### config.mk
export PLATFORM = sky130hd
export DESIGN_NAME = traffic_light_sequencer
export DESIGN_NICKNAME = d
export VERILOG_FILES = /design/src/rtl/traffic_light_sequencer.sv
export SDC_FILE = /design/constraint.sdc
export NUM_CORES = 1
export LEC_CHECK = 0
export BUFFER_PORTS_ARGS = -buffer_cell sky130_fd_sc_hd__clkbuf_2
export CAP_MARGIN = 5
export CELL_PAD_IN_SITES_DETAIL_PLACEMENT = 0
export CELL_PAD_IN_SITES_GLOBAL_PLACEMENT = 1
export CORE_AREA = 5 5 47 49
export DETAILED_ROUTE_END_ITERATION = 16
export DIE_AREA = 0 0 52 54
export GPL_TIMING_DRIVEN = 0
export PLACE_DENSITY = 0.78
export SYNTH_ARGS = -nofsm -noshare
export SYNTH_HDL_FRONTEND = slang
export SYNTH_SLANG_ARGS = --single-unit
export TNS_END_PERCENT = 20
### constraint.sdc
create_clock -name Clk -period 1.6 [get_ports Clk]
set_input_delay 0.32 -clock Clk [delete_from_list [all_inputs] [get_ports Clk]]
set_output_delay 0.32 -clock Clk [all_outputs]
set_load 0.01 [all_outputs]
### src/rtl/traffic_light_sequencer.sv
// Moore sequencer for main/side vehicle lights with an optional all-red pedestrian walk phase.
// Optional feature: define WALK_PHASE_EN to build the WALK state, Walk lamp and WR_Reset pulse.
module traffic_light_sequencer #(
  parameter int unsigned T_BASE = 6,
  parameter int unsigned T_EXT  = 3,
  parameter int unsigned T_YEL  = 2,
  parameter int unsigned T_WALK = 3,
  parameter int unsigned CNT_W  = 4
) (
  input  logic       Clk,
  input  logic       Reset,
  input  logic       Tick,
  input  logic       Sensor,
  input  logic       WR,
  output logic [2:0] Main_RYG,
  output logic [2:0] Side_RYG,
  output logic       Walk,
  output logic       WR_Reset,
  output logic [2:0] State
);

  typedef enum logic [2:0] {
    MAIN_G = 3'd0,
    MAIN_Y = 3'd1,
    SIDE_G = 3'd2,
    SIDE_Y = 3'd3
`ifdef WALK_PHASE_EN
    ,
    WALK   = 3'd4
`endif
  } state_e;

  localparam logic [2:0] LAMP_R = 3'b100;
  localparam logic [2:0] LAMP_Y = 3'b010;
  localparam logic [2:0] LAMP_G = 3'b001;

  // Counter terminal values: a state lasts N ticks, so it expires at cnt == N-1.
  localparam logic [CNT_W-1:0] LAST_BASE = CNT_W'(T_BASE - 1);
  localparam logic [CNT_W-1:0] LAST_EXT  = CNT_W'(T_EXT - 1);
  localparam logic [CNT_W-1:0] LAST_YEL  = CNT_W'(T_YEL - 1);
`ifdef WALK_PHASE_EN
  localparam logic [CNT_W-1:0] LAST_WALK = CNT_W'(T_WALK - 1);
`endif

  state_e           state_q, state_d;
  logic [CNT_W-1:0] cnt_q, cnt_d;
  logic             ext_q, ext_d;
  logic [CNT_W-1:0] last_cnt;
  logic             expire;

  always_ff @(posedge Clk or posedge Reset) begin
    if (Reset) begin
      state_q <= MAIN_G;
      cnt_q   <= '0;
      ext_q   <= 1'b0;
    end else begin
      state_q <= state_d;
      cnt_q   <= cnt_d;
      ext_q   <= ext_d;
    end
  end

  always_comb begin
    last_cnt = LAST_BASE;
    case (state_q)
      MAIN_Y, SIDE_Y: last_cnt = LAST_YEL;
      SIDE_G:         last_cnt = ext_q ? LAST_EXT : LAST_BASE;
`ifdef WALK_PHASE_EN
      WALK:           last_cnt = LAST_WALK;
`endif
      default:        last_cnt = LAST_BASE;
    endcase
  end

  assign expire = Tick && (cnt_q == last_cnt);

  always_comb begin
    state_d = state_q;
    ext_d   = ext_q;
    cnt_d   = Tick ? cnt_q + 1'b1 : cnt_q;
    case (state_q)
      MAIN_G: if (expire) state_d = MAIN_Y;
      MAIN_Y: if (expire) state_d = SIDE_G;
      SIDE_G: begin
        if (expire) begin
          // Extension restarts the count in place without leaving SIDE_G.
          if (Sensor && !ext_q) begin
            ext_d = 1'b1;
            cnt_d = '0;
          end else begin
            state_d = SIDE_Y;
          end
        end
      end
      SIDE_Y: begin
        if (expire) begin
          ext_d = 1'b0;
`ifdef WALK_PHASE_EN
          state_d = WR ? WALK : MAIN_G;
`else
          state_d = MAIN_G;
`endif
        end
      end
`ifdef WALK_PHASE_EN
      WALK: if (expire) state_d = MAIN_G;
`endif
      default: state_d = MAIN_G;
    endcase
    if (state_d != state_q) cnt_d = '0;
  end

`ifdef WALK_PHASE_EN
  logic wr_reset_q, wr_reset_d;

  // Pulse is registered alongside the state so it aligns with the first WALK cycle.
  always_comb begin
    wr_reset_d = (state_d == WALK) && (state_q != WALK);
  end

  always_ff @(posedge Clk or posedge Reset) begin
    if (Reset) wr_reset_q <= 1'b0;
    else       wr_reset_q <= wr_reset_d;
  end

  assign WR_Reset = wr_reset_q;
`else
  logic unused_walk;
  assign unused_walk = ^{WR, 32'(T_WALK)};
  assign WR_Reset    = 1'b0;
`endif

  always_comb begin
    Main_RYG = LAMP_G;
    Side_RYG = LAMP_R;
    Walk     = 1'b0;
    case (state_q)
      MAIN_G: begin Main_RYG = LAMP_G; Side_RYG = LAMP_R; end
      MAIN_Y: begin Main_RYG = LAMP_Y; Side_RYG = LAMP_R; end
      SIDE_G: begin Main_RYG = LAMP_R; Side_RYG = LAMP_G; end
      SIDE_Y: begin Main_RYG = LAMP_R; Side_RYG = LAMP_Y; end
`ifdef WALK_PHASE_EN
      WALK: begin
        Main_RYG = LAMP_R;
        Side_RYG = LAMP_R;
        Walk     = 1'b1;
      end
`endif
      default: begin Main_RYG = LAMP_G; Side_RYG = LAMP_R; end
    endcase
  end

  assign State = state_q;

endmodule

==> results of run 1 <==
==> cells in the final DEF (no fill, tap or decap), types with 2 or more instances in the layout <==
| master | synthesis | final |
|---|---|---|
| nor3b_1 | 2 | 2 |
| buf_6 | 0 | 2 |
| and4bb_2 | 2 | 2 |
| nor2_1 | 6 | 6 |
| nor3_1 | 3 | 3 |
| nand2_1 | 2 | 2 |
| clkbuf_4 | 0 | 3 |
| dfrtp_1 | 8 | 6 |
| clkbuf_2 | 0 | 10 |
| dfrtp_2 | 0 | 2 |
| buf_4 | 3 | 6 |
| conb_1 | 1 | 3 |
| xnor2_1 | 2 | 2 |
==> kinds of logic after synthesis <==
kind of cell	after synthesis	synth area share
flops	8	0.4030
fa+ha+maj	1	0.02518
compound gates	5	0.07304
mux	3	0.06297
simple gates	24	0.3149
xor+xnor	3	0.05291
other cells	1	0.007549
buf+inv	5	0.06046
==> worst max-delay path: stages, from the launching register on <==
cell      delay [ns]
dfrtp_1         0.37
buf_6           0.15
nand3b_1        0.12
a32oi_2         0.15
or4_4           0.54
a21oi_2         0.17
==> per-stage QoR <==
stage / utilization / worst slack [ns]
after global routing: 0.3846 / -0.02691
after detailed placement: 0.3283 / -0.04066
after global placement: 0.3283 / -0.04375
final: 0.3846 / 0.01533
after CTS: 0.3613 / 0.003251
after floorplan: - / 0.02432
==> layer usage <==
metal  routed length, um  vias up  track usage
li1                    -      217            -
met1                 424      203      0.07488
met2                 563        3       0.1276
met3                  20        2     0.008310
met4                  10        0      0.06550
met5                   0        -            0
==> report_power, final <==
group | internal, mW | switching, mW
sequential | 0.210 | 0.00764
combinational | 0.0321 | 0.0282
clock | 0.0848 | 0.0544
total | 0.327 | 0.0903
==> sequential cells by signal, indices dropped and copies added, names as in the netlist <==
signal  cells
ext_q       1
State       3
cnt_q       4
==> what timing repair did <==
item | CTS | global route
pin swaps | 0 | 3
endpoints found under the setup margin | 7 | 6
buffers inserted | 1 | 3
hold buffers | 1 | 0
hold endpoints to repair | 8 | 0
resized for setup | 5 | 9
==> how the worst min path moves through the flow <==
| stage | slack (ns) | to | from | cells past startpoint |
|---|---|---|---|---|
| floorplan | 0.14 | State[0] | Reset | 1 |
| global placement | 0.24 | cnt_q[2] | Reset | 2 |
| detailed placement | 0.25 | cnt_q[1] | Reset | 2 |
| CTS | 0.42 | ext_q | Sensor | 4 |
| global route | 0.44 | ext_q | Sensor | 4 |
| finish | 0.44 | ext_q | Sensor | 4 |
==> cell usage after synthesis (2+ instances only) <==
master	count
dfrtp_1	8
nor2_1	6
buf_4	3
nor3_1	3
and2_2	2
and4bb_2	2
inv_1	2
mux2i_1	2
nand2_1	2
nor3b_1	2
xnor2_1	2
==> final cells by class <==
type,instances,area (um^2)
Inverter,2,7.507
Timing Repair Buffer,17,106.4
Fill cell,179,1121
Tap cell,27,33.78
Sequential cell,8,202.7
Clock buffer,3,22.52
Buffer,3,26.28
Multi-Input combinational cell,39,301.5
==> summary.txt, run 1 <==
Worst setup path
  • Worst r2r src: State[2]
  • Crit Path Class: reg2reg
  • Worst R2R Setup Slack: 0.02 ns
  • Worst Path Max Fanout: 8
  • R2R cell count: 5
  • CP Launch Point: State[2]
  • Critical Path AT: 1.75 ns
  • Worst Setup Start Kind: register
  • Reg2Reg Capture Point: State[0]
  • Required @ worst endpoint: 1.76 ns
  • CP endpoint kind: register
  • Critical Path Sink: State[0]

Timing
  • Final setup fails: 0
  • Hold Vio Cnt, Final: 0
  • Setup TNS: 0 ns
  • Final Max Slew Viols: 0
  • Tmin final: 1.585 ns
  • Final period util: 0.9904
  • Max Clock Skew: 0.0008237 ns
  • Fmax: 0.6310 GHz
  • Hold_ws: 0.4352 ns
  • RSZ-0062 raised after global routing: true

Floorplan
  • Die area: 2808 um^2
  • Core outline area: 1822 um^2
  • Die span in x: 52 um
  • Die height: 54 um
  • # IOs: 16
  • Rows: 16
  • Starting Density: 0.2727

Global route
  • Initial antenna violation count: 0
  • GRT Residual Overflow: 0
  • Pin count of the biggest net entering global routing: 11
  • First-pass GRT wire length: 1.469 mm
  • Overall Global Routing Usage: 0.07222
  • Number of global-route vias before repair: 392

Synth
  • Mapped Area: 496.7 um^2
  • Mapped Cells: 50
  • #FFs+latches synth: 8
  • Count of cell types in the netlist: 27
  • Avg Cell Area, Syn: 9.935 um^2
  • Post-synthesis sequential area ratio: 0.4030
  • Synth top area cells: dfrtp_1 (40%), and4bb_2 (5.0%), buf_4 (4.5%)
  • Ys Warns: 0
  • Number of synthesized flops with an enable pin: 0
  • Synth top area share: 0.4030
  • Primary FF master, synth: dfrtp_1
  • Asr flop ratio synth: 1.000
  • Yosys top cell by area: dfrtp_1

Layout
  • Design area: 700.7 um^2
  • Diode count: 0
  • Share of layout cells above drive strength 1: 0.5139
  • Nets: 80
  • Final Non-Filler Cells: 99
  • Area grow syn2layout: 41.06%

CTS
  • H-Tree Depth: 1
  • Clock transition at the registers of the reported paths: 0.04 ns
  • Later-pin clock latency in the skew report: 0.24 ns
  • TritonCTS clock tree: yes
  • CTS root buf: clkbuf_4
  • CTS sink count: 8
  • Total CTS buffers: 3
  • CTS Buffer Depth: 2

Route
  • WL/cell: 10.28 um
  • Remaining antenna violation count: 0
  • Final WL: 1.018 mm
  • Drt pass-1 iters: 2
  • # DRC: 0
  • Drt first-iter violations: 2
  • Via count: 425
  • DR vias/cell: 4.293

Power and ir drop
  • P per Cell Area: 594.9 nW/um^2
  • VDD IR-drop max: 0.4713 mV
  • Pleak: 0.3267 nW
  • Total Power: 0.4169 mW

Place
  • Gp weighted congestion: 0.8036
  • # placed instances: 91
  • Post-DP HPWL: 760.3 um
  • Placement Cell Area: 598.1 um^2
  • Number of buffers added on ports: 12

Status
  • Status: finished, final reports clean

Worst hold path
  • Hold WC Path Type: in2reg

Flow run
  • Maxcap violations: 0
(Power assumes the default switching activity.)
==> inputs of run 2 (changes only) <==
- clock period: 1.6 -> 1.3 ns (I/O delays scaled with it)
==> summary.txt, run 2 (same netlist as run 1, synthesis figures left out) <==
Worst setup path
  • Worst Path Max Fanout: 6 (-2)
  • CP max stage cell: dfrtp_1
  • Crit Path Class: reg2reg
  • Worst Setup Start Kind: register
  • Largest delay share family, worst path: flip-flops
  • Required @ worst endpoint: 1.43 ns (-0.33 ns)
  • CP endpoint kind: register
  • CP max stage delay: 0.40 ns (-0.14 ns)
  • Critical Path AT: 1.70 ns (-0.05 ns)
  • Buffer and inverter count on the worst path: 1 (unchanged)
  • CP Cell Sequence: buf_6, nand3b_1, a32oi_4, nor3b_2, mux2_2

Global route
  • Number of global-route vias before repair: 403 (+2.8%)
  • First-pass GRT wire length: 1.718 mm (+17%)
  • Pin count of the biggest net entering global routing: 9 (-2)
  • Overall Global Routing Usage: 0.08581 (+0.01360)
  • Initial antenna violation count: 0 (unchanged)
  • GRT Residual Overflow: 0 (unchanged)

Timing
  • Hold Vio Cnt, Final: 0 (unchanged)
  • Hold_ws: 0.3701 ns (-0.06503 ns)
  • Max Clock Skew: 0.004292 ns (+0.003468 ns)
  • RSZ-0062 raised after global routing: true
  • Tmin final: 1.564 ns (-0.02060 ns)
  • Final period util: 1.203 (+0.2127)
  • Fmax: 0.6394 GHz (+1.3%)
  • Final setup fails: 12 (+12)
  • Final Max Slew Viols: 0 (unchanged)
  • Final WS setup: -0.2641 ns (-0.2794 ns)

Layout
  • Multi-input logic area: 350.3 um^2 (+16%)
  • Commonest non-fill, non-tap cells in the layout: clkbuf_2 (9), dfrtp_1 (6), nor2_1 (6), buf_4 (6)
  • Diode count: 0 (unchanged)
  • Commonest non-fill, non-tap cell in the layout: clkbuf_2
  • Nets: 81 (+1.3%)
  • Filler cells: 181 (+1.1%)
  • Largest Register: cnt_q
  • Share of layout cells above drive strength 1: 0.5811 (+0.06719)
  • Storage element area: 202.7 um^2 (unchanged)
  • Area grow syn2layout: 52.64%
  • Max reg flops: 4 (unchanged)
  • Utilization after layout: 0.4162 (+0.03159)
  • Final Non-Filler Cells: 101 (+2.0%)

Place
  • Gp weighted congestion: 0.7503 (-6.6%)
  • # placed instances: 91 (unchanged)
  • Post-DP HPWL: 785.5 um (+3.3%)
  • Worst slack at placement: -0.3069 ns (-0.2663 ns)
  • Number of buffers added on ports: 12 (unchanged)

Floorplan
  • Core outline area: 1822 um^2 (unchanged)
  • # IOs: 16 (unchanged)
  • Die span in x: 52 um (unchanged)
  • Starting Density: 0.2727 (unchanged)
  • Die height: 54 um (unchanged)
  • Die area: 2808 um^2 (unchanged)
  • Rows: 16 (unchanged)

Route
  • WL/cell: 11.44 um (+11%)
  • # DRC: 0 (unchanged)
  • Drt pass-1 iters: 2 (unchanged)
  • Remaining antenna violation count: 0 (unchanged)
  • Via count: 443 (+4.2%)
  • Final WL: 1.155 mm (+13%)
  • Drt first-iter violations: 3 (+1)
  • DR vias/cell: 4.386 (+2.2%)

Worst hold path
  • Hold WC Path Type: in2reg

CTS
  • Total CTS buffers: 3 (unchanged)
  • TritonCTS clock tree: yes
  • Later-pin clock latency in the skew report: 0.25 ns (about the same)
  • CTS Buffer Depth: 2 (unchanged)
  • H-Tree Depth: 1 (unchanged)
  • CTS root buf: clkbuf_4
  • CTS sink count: 8 (unchanged)
  • Clock transition at the registers of the reported paths: 0.05 ns (about the same)

Power and ir drop
  • VDD IR-drop max: 0.4499 mV (-4.6%)
  • P per Cell Area: 720.0 nW/um^2 (+21%)
  • Pleak: 0.3519 nW (+7.7%)

Flow run
  • Maxcap violations: 0 (unchanged)

Status
  • Status: complete, but fails checks
  • Failing checks: negative setup slack
[run 2: final timing paths]
check	slack (ns)	cells after the start	endpoint	start
hold / removal	0.37	3	cnt_q[0]	Tick
hold reg to reg	0.57	2	cnt_q[3]	cnt_q[3]
setup / recovery	-0.26	5	State[1]	State[2]
setup reg to reg	-0.26	5	State[1]	State[2]
min in group asynchronous	0.47	3	ext_q	Reset
max in group asynchronous	0.59	3	State[0]	Reset
[run 2: per-layer routing]
| metal | track usage | vias to the layer above | wire, um |
|---|---|---|---|
| met5 | 0 | - | 0 |
| met4 | 0.09170 | 0 | 31 |
| met3 | 0.008310 | 4 | 15 |
| met2 | 0.1339 | 5 | 612 |
| met1 | 0.09883 | 212 | 495 |
| li1 | - | 222 | - |
[run 2: final cells by class]
| type | count | share of cell area |
|---|---|---|
| multi-input cells | 39 | 0.4620 |
| plain buffers | 3 | 0.03465 |
| inverters | 2 | 0.009901 |
| repair buffers | 18 | 0.1469 |
| well taps | 27 | 0.04455 |
| clock buffers | 4 | 0.03465 |
| flip-flops and latches | 8 | 0.2673 |
[run 2: stage by stage]
step                      TNS, ns  total power, mW  instance area [um^2]
final                      -2.324           0.5460                 758.2
after floorplan           -0.7251           0.3138                 519.2
after global placement     -1.440           0.3293                 613.1
after detailed placement   -1.596           0.3331                 613.1
after global routing       -3.234           0.5768                 758.2
after CTS                  -2.101           0.5456                 680.7
[run 2: repair_timing]
action	CTS	global route
resized for setup	2	17
endpoints found under the hold margin	8	0
setup buffers	3	2
endpoints found under the setup margin	12	12
hold buffers	1	0
pin swaps	4	4
[run 2: report_power, final]
part,switching [mW],leakage [nW],internal [mW]
clock,0.0786,0.0150,0.117
combinational,0.0393,0.232,0.0422
sequential,0.0113,0.105,0.258
[run 2: worst register-to-register path, stage by stage (launching register included)]
cell and delay (ns):
dfrtp_1 0.40, buf_6 0.14, nand3b_1 0.20, a32oi_4 0.34
nor3b_2 0.08, mux2_2 0.28
==> inputs of run 3 (changes only) <==
- CORE_AREA: 5 5 47 49 -> 5 5 45 47
- CTS_BUF_LIST: unset -> sky130_fd_sc_hd__clkbuf_2 sky130_fd_sc_hd__clkbuf_4 sky130_fd_sc_hd__clkbuf_8
- DIE_AREA: 0 0 52 54 -> 0 0 50 52
- PLACE_DENSITY: 0.78 -> 0.83
==> summary.txt, run 3 (same netlist as run 1, synthesis figures left out) <==
Floorplan
  • Core outline area: 1614 um^2 (-11%)
  • # IOs: 16 (unchanged)
  • Rows: 15 (-1)
  • Starting Density: 0.3078 (+0.03509)
  • Die area: 2600 um^2 (-7.4%)
  • Die span in x: 50 um (-3.8%)
  • Die height: 52 um (-3.7%)

Layout
  • Filler cells: 139 (-23%)
  • Utilization after layout: 0.4729 (+0.05666)
  • Diode count: 0 (unchanged)
  • Area grow syn2layout: 53.65%
  • Max reg flops: 4 (unchanged)
  • Final Non-Filler Cells: 96 (-5.0%)
  • Design area: 763.2 um^2 (+0.66%)
  • Share of layout cells above drive strength 1: 0.6076 (+0.02651)
  • Commonest non-fill, non-tap cell in the layout: buf_4
  • Largest Register: cnt_q
  • Nets: 86 (+6.2%)
  • Commonest non-fill, non-tap cells in the layout: buf_4 (12), clkbuf_2 (9), dfrtp_1 (6), nor2_1 (5), clkbuf_4 (4)

Timing
  • Final setup fails: 12 (unchanged)
  • Fmax: 0.6299 GHz (-1.5%)
  • Final period util: 1.221 (+0.01804)
  • Setup TNS: -2.271 ns (+0.05242 ns)
  • Max Clock Skew: 0.01342 ns (+0.009126 ns)
  • Hold_ws: 0.3536 ns (-0.01656 ns)
  • Final Max Slew Viols: 0 (unchanged)
  • Hold Vio Cnt, Final: 0 (unchanged)
  • Tmin final: 1.588 ns (+0.02345 ns)
  • Final WS setup: -0.2875 ns (-0.02345 ns)
  • RSZ-0062 raised after global routing: true

CTS
  • Clock transition at the registers of the reported paths: 0.06 ns (about the same)
  • Total CTS buffers: 3 (unchanged)
  • CTS root buf: clkbuf_4
  • Later-pin clock latency in the skew report: 0.27 ns (+0.02 ns)
  • CTS sink count: 8 (unchanged)
  • TritonCTS clock tree: yes
  • H-Tree Depth: 1 (unchanged)
  • CTS Buffer Depth: 2 (unchanged)

Power and ir drop
  • Total Power: 0.5791 mW (+6.1%)
  • Pleak: 0.3651 nW (+3.7%)
  • VDD IR-drop max: 0.3581 mV (-20%)
  • P per Cell Area: 758.8 nW/um^2 (+5.4%)

Worst setup path
  • CP endpoint kind: register
  • CP max stage delay: 0.49 ns (+0.09 ns)
  • Buffer and inverter count on the worst path: 0 (-1)
  • Worst Setup Start Kind: register
  • CP max stage cell: or4_4
  • Worst Path Max Fanout: 5 (-1)
  • Required @ worst endpoint: 1.50 ns (+0.07 ns)
  • Critical Path AT: 1.79 ns (+0.09 ns)
  • CP Cell Sequence: and4bb_2, mux2i_4, or4_4, a21oi_2
  • Crit Path Class: reg2reg
  • Largest delay share family, worst path: simple AND/OR/NAND/NOR gates

Global route
  • Pin count of the biggest net entering global routing: 9 (unchanged)
  • Initial antenna violation count: 0 (unchanged)
  • First-pass GRT wire length: 1.973 mm (+15%)
  • GRT Residual Overflow: 0 (unchanged)
  • Number of global-route vias before repair: 432 (+7.2%)
  • Overall Global Routing Usage: 0.1037 (+0.01790)

Route
  • Drt pass-1 iters: 4 (+2)
  • DR vias/cell: 4.844 (+10%)
  • Final WL: 1.236 mm (+7.0%)
  • Drt first-iter violations: 8 (+5)
  • Remaining antenna violation count: 0 (unchanged)
  • Via count: 465 (+5.0%)
  • WL/cell: 12.88 um (+13%)
  • # DRC: 0 (unchanged)

Worst hold path
  • Hold WC Path Type: in2reg

Status
  • Status: complete, but fails checks
  • Failing checks: negative setup slack

Place
  • Post-DP HPWL: 820 um (+4.4%)
  • Gp weighted congestion: 0.8113 (+8.1%)
  • Worst slack at placement: -0.2957 ns (+0.01125 ns)
  • # placed instances: 81 (-11%)
  • Placement Cell Area: 600.6 um^2 (-2.0%)
  • Number of buffers added on ports: 12 (unchanged)

Flow run
  • Maxcap violations: 0 (unchanged)
[run 3: worst reg2reg max path, delay by kind of cell (launching register included)]
family             cells  cell delay, ns
and+or+nand+nor        2            0.76
DFF                    1            0.43
muxes                  1            0.21
AOI/OAI and AO/OA      1            0.13
[run 3: timing repair]
action | 4_1_cts | 5_1_grt
pin swaps | 3 | 4
gates resized for setup | 4 | 12
hold endpoints to repair | 8 | 0
gates cloned | 0 | 0
hold buffers | 1 | 0
setup endpoints to repair | 12 | 12
buffers inserted | 7 | 3
[run 3: path summary, 6_finish.rpt]
check                      slack, ns        to  startpoint  depth (start not counted)
max                            -0.29  State[0]    State[1]                          4
min                             0.35  cnt_q[0]        Tick                          3
max reg2reg                    -0.29  State[0]    State[1]                          4
min reg2reg                     0.57  cnt_q[3]    cnt_q[3]                          2
max in group asynchronous       0.56  State[1]       Reset                          3
min in group asynchronous       0.46  cnt_q[1]       Reset                          3
[run 3: where the power goes]
group	internal [mW]	total [mW]	switching, mW
registers	0.257	0.268	0.0109
clock network	0.139	0.237	0.0976
logic	0.0376	0.0743	0.0367
total	0.434	0.579	0.145
[run 3: cell type report]
| cell class | instances | area, um^2 | area share |
|---|---|---|---|
| multi-input cells | 39 | 330.3 | 0.4328 |
| flip-flops and latches | 8 | 202.7 | 0.2656 |
| repair buffers | 23 | 145.1 | 0.1902 |
| clock buffers | 4 | 30.03 | 0.03934 |
| plain buffers | 3 | 26.28 | 0.03443 |
| well taps | 17 | 21.27 | 0.02787 |
| inverters | 2 | 7.507 | 0.009836 |
[run 3: metal layers]
layer	part of all wire	GRT usage
met1	0.41	0.1158
met5	0	0
met3	0.072	0.04011
met2	0.47	0.1506
met4	0.045	0.09170
